--- config.mk ---
export PLATFORM = sky130hd
export DESIGN_NAME = traffic_multi_flat
export DESIGN_NICKNAME = d
export VERILOG_FILES = /design/src/rtl/traffic_multi_if.sv /design/src/rtl/traffic_multi.sv /design/src/flat_wrapper.sv
export SDC_FILE = /design/constraint.sdc
export NUM_CORES = 1
export LEC_CHECK = 0
export ABC_CLOCK_PERIOD_IN_PS = 3500
export BUFFER_PORTS_ARGS = -buffer_cell sky130_fd_sc_hd__buf_2
export CAP_MARGIN = 10
export CORE_ASPECT_RATIO = 1.2
export CORE_UTILIZATION = 45
export DETAILED_ROUTE_END_ITERATION = 12
export PLACE_DENSITY = 0.63
export SLEW_MARGIN = 10
export SYNTH_ARGS = -nofsm -noshare
export SYNTH_HDL_FRONTEND = slang
export SYNTH_SLANG_ARGS = --single-unit
--- constraint.sdc ---
create_clock -name clk -period 3.5 [get_ports clk]
set_input_delay 0 -clock clk [delete_from_list [all_inputs] [get_ports clk]]
set_output_delay 0 -clock clk [all_outputs]
set_load 0.005 [all_outputs]
--- src/rtl/traffic_multi_if.sv ---
// Signal bundle between the traffic_multi controller and its environment.
// master = controller side, slave = sensor/lamp side. Preemption signals exist only with TRAFFIC_PREEMPT_EN.
interface traffic_multi_if #(
  parameter int N_DIR = 4
);
  localparam int IDX_W = (N_DIR > 1) ? $clog2(N_DIR) : 1;

  logic [N_DIR-1:0]   sensor;
  logic [3*N_DIR-1:0] lights;
  logic [IDX_W-1:0]   grant_idx;
  logic               busy;

`ifdef TRAFFIC_PREEMPT_EN
  logic               emerg_req;
  logic [IDX_W-1:0]   emerg_dir;

  modport master (
    input  sensor, emerg_req, emerg_dir,
    output lights, grant_idx, busy
  );

  modport slave (
    output sensor, emerg_req, emerg_dir,
    input  lights, grant_idx, busy
  );
`else
  modport master (
    input  sensor,
    output lights, grant_idx, busy
  );

  modport slave (
    output sensor,
    input  lights, grant_idx, busy
  );
`endif
endinterface

--- src/rtl/traffic_multi.sv ---
// Round-robin multi-approach traffic light controller: IDLE/GREEN/YELLOW/ALLRED phases.
// Optional emergency preemption enabled by defining TRAFFIC_PREEMPT_EN.
module traffic_multi #(
  parameter int N_DIR      = 4,
  parameter int GREEN_CYC  = 8,
  parameter int YELLOW_CYC = 3,
  parameter int ALLRED_CYC = 1,
  parameter int CNT_W      = 8
) (
  input  logic            clk,
  input  logic            rst,
  traffic_multi_if.master bus
);
  localparam int IDX_W = (N_DIR > 1) ? $clog2(N_DIR) : 1;

  localparam logic [CNT_W-1:0] GREEN_LOAD  = CNT_W'(GREEN_CYC - 1);
  localparam logic [CNT_W-1:0] YELLOW_LOAD = CNT_W'(YELLOW_CYC - 1);
  localparam logic [CNT_W-1:0] ALLRED_LOAD = CNT_W'(ALLRED_CYC - 1);
  localparam logic [IDX_W:0]   N_DIR_W     = (IDX_W + 1)'(N_DIR);
  localparam logic [IDX_W-1:0] LAST_RST    = IDX_W'(N_DIR - 1);

  typedef enum logic [1:0] {IDLE, GREEN, YELLOW, ALLRED} state_t;

  state_t           state_reg, state_next;
  logic [CNT_W-1:0] timer_reg, timer_next;
  logic [IDX_W-1:0] grant_reg, grant_next;
  logic [IDX_W-1:0] last_grant_reg, last_grant_next;

  logic [N_DIR-1:0]   grant_onehot;
  logic [2*N_DIR-1:0] sensor_dbl;
  logic [2*N_DIR-1:0] sensor_rot;
  logic [IDX_W-1:0]   rr_off;
  logic [IDX_W:0]     rr_sum;
  logic [IDX_W-1:0]   rr_sel;
  logic               any_req;
  logic               other_req;

  logic               emerg_act;
  logic [IDX_W-1:0]   emerg_dir_int;
  logic               arb_go;
  logic [IDX_W-1:0]   arb_pick;
  logic               preempt_away;
  logic               preempt_hold;

`ifdef TRAFFIC_PREEMPT_EN
  assign emerg_act     = bus.emerg_req;
  assign emerg_dir_int = bus.emerg_dir;
`else
  assign emerg_act     = 1'b0;
  assign emerg_dir_int = '0;
`endif

  genvar gi;
  generate
    for (gi = 0; gi < N_DIR; gi++) begin : g_onehot
      assign grant_onehot[gi] = (grant_reg == IDX_W'(gi));
    end
  endgenerate

  assign any_req   = |bus.sensor;
  assign other_req = |(bus.sensor & ~grant_onehot);

  // Doubling the request vector turns the wrap-around scan into a plain shift.
  assign sensor_dbl = {bus.sensor, bus.sensor};
  assign sensor_rot = sensor_dbl >> ({1'b0, last_grant_reg} + 1'b1);

  always_comb begin
    rr_off = '0;
    for (int k = N_DIR - 1; k >= 0; k--) begin
      if (sensor_rot[k]) rr_off = IDX_W'(k);
    end
  end

  always_comb begin
    rr_sum = {1'b0, last_grant_reg} + 1'b1 + {1'b0, rr_off};
    if (rr_sum >= N_DIR_W) rr_sum = rr_sum - N_DIR_W;
    rr_sel = rr_sum[IDX_W-1:0];
  end

  assign arb_go       = emerg_act | any_req;
  assign arb_pick     = emerg_act ? emerg_dir_int : rr_sel;
  assign preempt_away = emerg_act & (grant_reg != emerg_dir_int);
  assign preempt_hold = emerg_act & (grant_reg == emerg_dir_int);

  always_ff @(posedge clk or posedge rst) begin
    if (rst) begin
      state_reg      <= IDLE;
      timer_reg      <= '0;
      grant_reg      <= '0;
      last_grant_reg <= LAST_RST;
    end else begin
      state_reg      <= state_next;
      timer_reg      <= timer_next;
      grant_reg      <= grant_next;
      last_grant_reg <= last_grant_next;
    end
  end

  always_comb begin
    state_next      = state_reg;
    timer_next      = timer_reg;
    grant_next      = grant_reg;
    last_grant_next = last_grant_reg;
    case (state_reg)
      IDLE: begin
        if (arb_go) begin
          state_next      = GREEN;
          timer_next      = GREEN_LOAD;
          grant_next      = arb_pick;
          last_grant_next = arb_pick;
        end
      end
      GREEN: begin
        // Once the minimum has elapsed, green is only released to a competing request.
        if (preempt_away) begin
          state_next = YELLOW;
          timer_next = YELLOW_LOAD;
        end else if (timer_reg != '0) begin
          timer_next = timer_reg - 1'b1;
        end else if (other_req && !preempt_hold) begin
          state_next = YELLOW;
          timer_next = YELLOW_LOAD;
        end
      end
      YELLOW: begin
        if (timer_reg != '0) begin
          timer_next = timer_reg - 1'b1;
        end else begin
          state_next = ALLRED;
          timer_next = ALLRED_LOAD;
        end
      end
      ALLRED: begin
        if (timer_reg != '0) begin
          timer_next = timer_reg - 1'b1;
        end else if (arb_go) begin
          state_next      = GREEN;
          timer_next      = GREEN_LOAD;
          grant_next      = arb_pick;
          last_grant_next = arb_pick;
        end else begin
          state_next = IDLE;
          timer_next = '0;
        end
      end
      default: begin
        state_next = IDLE;
        timer_next = '0;
      end
    endcase
  end

  // Lamp decode depends only on registered state, so only one approach can be non-red.
  generate
    for (gi = 0; gi < N_DIR; gi++) begin : g_lamp
      assign bus.lights[3*gi +: 3] =
        !grant_onehot[gi]     ? 3'b100 :
        (state_reg == GREEN)  ? 3'b001 :
        (state_reg == YELLOW) ? 3'b010 : 3'b100;
    end
  endgenerate

  assign bus.grant_idx = ((state_reg == GREEN) || (state_reg == YELLOW)) ? grant_reg : '0;
  assign bus.busy      = (state_reg != IDLE);

endmodule

--- src/flat_wrapper.sv ---
// flat-port wrapper written by rule: the top's interface ports become plain ports
module traffic_multi_flat 
#(
  parameter int N_DIR      = 4,
  parameter int GREEN_CYC  = 8,
  parameter int YELLOW_CYC = 3,
  parameter int ALLRED_CYC = 1,
  parameter int CNT_W      = 8
)
  (clk, rst, bus_sensor, bus_lights, bus_grant_idx, bus_busy);
  traffic_multi_if #(.N_DIR(N_DIR)) bus_i ();
  input  logic clk;
  input  logic rst;
  input wire logic [$bits(bus_i.sensor)-1:0] bus_sensor;
  output wire logic [$bits(bus_i.lights)-1:0] bus_lights;
  output wire logic [$bits(bus_i.grant_idx)-1:0] bus_grant_idx;
  output wire logic [$bits(bus_i.busy)-1:0] bus_busy;
  assign bus_i.sensor = bus_sensor;
  assign bus_lights = bus_i.lights;
  assign bus_grant_idx = bus_i.grant_idx;
  assign bus_busy = bus_i.busy;
  traffic_multi #(.N_DIR(N_DIR), .GREEN_CYC(GREEN_CYC), .YELLOW_CYC(YELLOW_CYC), .ALLRED_CYC(ALLRED_CYC), .CNT_W(CNT_W)) u_core (.clk(clk), .rst(rst), .bus(bus_i));
endmodule
# [Word level (Yosys, flattened, before mapping)]
# Index checks and enable logic that the tools add are counted.
# Widths: inputs -> output; s select.
[word_totals] regBits=14 input_bits=6 out_inout_bits=15
[op_classes] addsub=4 magnitude_cmp=1 eq_ne=12 n_shift=1 mux=32 bitwise=2 n_reduce_logical=11
[ops] operator="$mux 8" n=5
[ops] operator="$pmux 8 s4" n=1
[ops] operator="$mux 2" n=15
[ops] operator="$mux 3" n=7
[ops] operator="$eq 2x2->1 const B" n=4
[ops] operator="$pmux 2 s2" n=2
[ops] operator="$pmux 2 s4" n=1
[ops] operator="$reduce_bool 8->1" n=1
[ops] operator="$reduce_or 4->1" n=2
[ops] operator="$shr 8x3->4" n=1
[ops] operator="$sub 8x1->8 const B" n=1
[ops] operator="$ne 2x2->1 const B" n=3
[ops] operator="$reduce_and 5->1" n=1
[ops] operator="$and 4x4->4" n=1
[ops] operator="$eq 2x1->1 const B" n=2
[ops] operator="$logic_not 2->1" n=2
[ops] operator="$ne 2x1->1 const B" n=2
[ops] operator="$not 4->4" n=1
[ops] operator="$reduce_and 2->1" n=2
[ops] operator="$reduce_bool 2->1" n=2
[ops] operator="$add 2x1->3 const B" n=1
[ops] operator="$add 3x2->3" n=1
[ops] operator="$ge 3x3->1 const B" n=1
[ops] operator="$ne 3x1->1 const B" n=1
[ops] operator="other kinds (3)" n=3

# [Longest topological paths before layout]
[logic_depth] depth_word=12 mapped_depth=10 ltp_nobuf=9

# [Worst setup path after synthesis]
# Ideal clock, no wire load.
[synth_path] kind="reg2reg" startpoint="register u_core.timer_reg[0]" endpoint="register u_core.grant_reg[1]" setup_time_ps=128 t_arrival_ps=1836 t_required_ps=3372 path_slack_ps=1536 stages_incl_launch_ff=9 path_cell_list="dfrtp_1 > inv_1 > ha_1 > nor4b_4 > nand2b_4 > buf_6 > mux2_4 > nor2_8 > mux2_1"
[synth_via] elab_chain_len=3
[synth_rtl] item="start: declaration" line="traffic_multi.sv:25" text="logic [CNT_W-1:0] timer_reg, timer_next;"
[synth_rtl] item="start signal: assignment" line="traffic_multi.sv:93" text="timer_reg <= timer_next;"
[synth_rtl] item="$reduce_bool 8->1" line="traffic_multi.sv:134" text="if (timer_reg != '0) begin"
[synth_rtl] item="$ne 2x2->1 (no line)"
[synth_rtl] item="$reduce_and 2->1 (no line)"
[synth_rtl] item="end signal: assignment" line="traffic_multi.sv:94" text="grant_reg <= grant_next;"
[synth_rtl] item="end: declaration" line="traffic_multi.sv:26" text="logic [IDX_W-1:0] grant_reg, grant_next;"
# Every way passes these cells.
# A chain may end at the register's enable or synchronous reset.

# [Worst setup path after layout]
# Same ends and word-level chain as after synthesis.

==> out/metrics.cfg <==
[clock_network]
clock_latency_ns = 0.29
cts_setup_buffers = 0
h-tree-depth = 1
clock_sinks = 14
numCtsBuffers = 3
cts_tree = built
clock_path_buffers = 2
holdBufCountCts = 1
cts_resized = 0
path_clk_slew_ns = 0.09
root_buffer = clkbuf_4

[sta]
setup-tns-final_ns = 0
max_freq_mhz = 481
post-route-period-util = 0.594
post-route-min-period_ns = 2.08
maxSlewViolCount = 0
hold_ws_ns = 0.232
fin_skew_ns = 0.0203
setup_viol = 0
rsz0062_at_grt = no
slew_headroom = 0.632
hold_violations = 0
tightest_slew_ns = 0.552

[drt]
num_vias = 1082
first_pass_iters = 4
ant_nets = 0
finalWirelength_um = 2480
vias_per_cell = 5.44
drcViolationCount = 0
wl_per_cell_um = 12.5
drtIter0Drc = 29

[cells_and_area]
largest_register_ffs = 8
diodes = 0
area_delta_synth_final_pct = 11.7
drive_gt1_frac = 0.205
final_nets = 180

[synthesis]
synthesis.nets = 160
synth_warnings = 0
synth_seq_area_share = 0.289
synth.largest_area_cell = dfrtp_1
synth-seq-cells = 14
netlist_instances = 147
synth_area_mm2 = 0.00122
syn_area_per_cell_um2 = 8.31
synth_cell_type_count = 47
synth_top_area_share = 0.246
synth_area_leaders = dfrtp_1 (25%), ha_1 (7.2%), nor2_1 (4.6%)

[global_route]
grt_max_degree = 15
grt_pass1_vias = 1017
grt_use_met2 = 0.361
gr-usage-met1 = 0.225
top_usage_layer = met2
grt_util_met3 = 0.0231
grt_use_total = 0.198
grt_pass1_wl_um = 4430
grt_overflow = 0
antenna_found_initial = 0

[placed_design]
hpwlAfterDp_um = 1940
gp_congestion = 0.809
io_buffers = 20

[setup_path]
crit_fanout = 9
cp-end-kind = flip-flop
critPathRequiredTime_ns = 3.66
arrival_ns = 2.24
crit_type = reg -> reg
critPathLaunchType = flip-flop

[power_and_ir_drop]
leakagePower_uw = 0.000619
peakVddDrop_mv = 0.420
power.density_mw_per_mm2 = 903

[min_path]
hp-class = in -> reg

[die]
fp.dieH_um = 59.1
rows = 20
dieArea_mm2 = 0.00293
core-area_mm2 = 0.00255
num_io_pins = 21
fp.dieW_um = 49.6
start_util = 0.478

[flow_run]
max_cap_violations = 0

[run_status]
status = completed

[Yosys cell counts (all sizes together)]
library cell	instances
a41oi	1
nor4b	2
nand2b	7
clkbuf	1
nor3	7
o41ai	1
nor2b	2
dfstp	2
ha	7
and2	2
mux2	4
or2	2
a22oi	1
o221ai	1
nor3b	3
nand2	13
o21ai	13
or4	1
a32oi	1
or3	4
a21o	1
mux2i	1
nand3b	2
buf	5
o31ai	2
a21boi	1
nand3	5
inv	10
a21oi	6
a31oi	1
o21bai	1
nor2	16
xnor2	3
o21a	3
dfrtp	12
nor4	3
[through the flow]
stage / utilization / power [uW] / area, um^2 / std cells / setup slack, ns
final: 0.534 / 1230 / 1360 / 199 / 1.42
after CTS: 0.534 / 1240 / 1360 / 199 / 1.42
after global routing: 0.534 / 1360 / 1360 / 199 / 1.21
after detailed placement: 0.520 / 1140 / 1330 / 194 / 1.46
after global placement: 0.520 / 1120 / 1330 / 194 / 1.51
after floorplan: - / 954 / 1220 / 147 / 1.54
[critical path: stages (launching register included)]
cell,delay (ns)
dfrtp_1,0.40
inv_1,0.08
ha_1,0.20
nor4b_4,0.37
nand2b_4,0.14
mux2_4,0.31
nor2_8,0.11
mux2_1,0.33
[layout by cell type, fill, tap and decap left out, types with 3 or more instances in the layout]
cell type  count
ha_1           7
o21a_1         3
nand3_1        5
dfrtp_1       12
a21oi_1        6
o21ai_0       10
nor3_1         7
nor2_1        15
xnor2_1        3
nor3b_1        3
clkbuf_4       3
inv_1         10
nand2_1       13
or3_1          3
nand2b_1       6
buf_2         20
[power by group]
part / total [uW] / internal (uW) / switching [uW]
Combinational: 799 / 375 / 424
Clock: 96.3 / 44.3 / 52.0
Sequential: 336 / 240 / 95.8
Total: 1230 / 660 / 572
[kinds of logic after synthesis]
kind of cell / share of synthesized area
buffers and inverters: 0.0594
adder cells (fa/ha/maj): 0.0717
AO/OA/AOI/OAI: 0.170
XOR/XNOR: 0.0215
flip-flops: 0.289
AND/OR/NAND/NOR: 0.340
multiplexers: 0.0482
[final timing paths]
check	start	end	slack (ns)	depth (start not counted)
hold reg to reg	u_core.timer_reg[7]	u_core.timer_reg[7]	0.53	2
setup / recovery	u_core.timer_reg[0]	u_core.grant_reg[1]	1.42	7
max in group asynchronous	rst	u_core.last_grant_reg[0]	2.82	3
hold / removal	bus_sensor[0]	u_core.grant_reg[0]	0.23	4
setup reg to reg	u_core.timer_reg[0]	u_core.grant_reg[1]	1.42	7
min in group asynchronous	rst	u_core.grant_reg[0]	0.29	3
[layout make-up]
cell class,instances,area [um^2]
clock buffer,4,26.3
fill,258,1190
inverter,10,37.5
multi-input combinational,117,796
sequential,14,353
tap,33,41.3
timing repair buffer,21,110
[per-layer routing]
metal	share of wire	routed length, um	vias to the layer above
li1	-	-	560
met1	0.44	1100	492
met2	0.51	1270	25
met3	0.025	61	5
met4	0.022	55	0
met5	0	0	-
No activity file was read; power rests on OpenSTA's default activity.
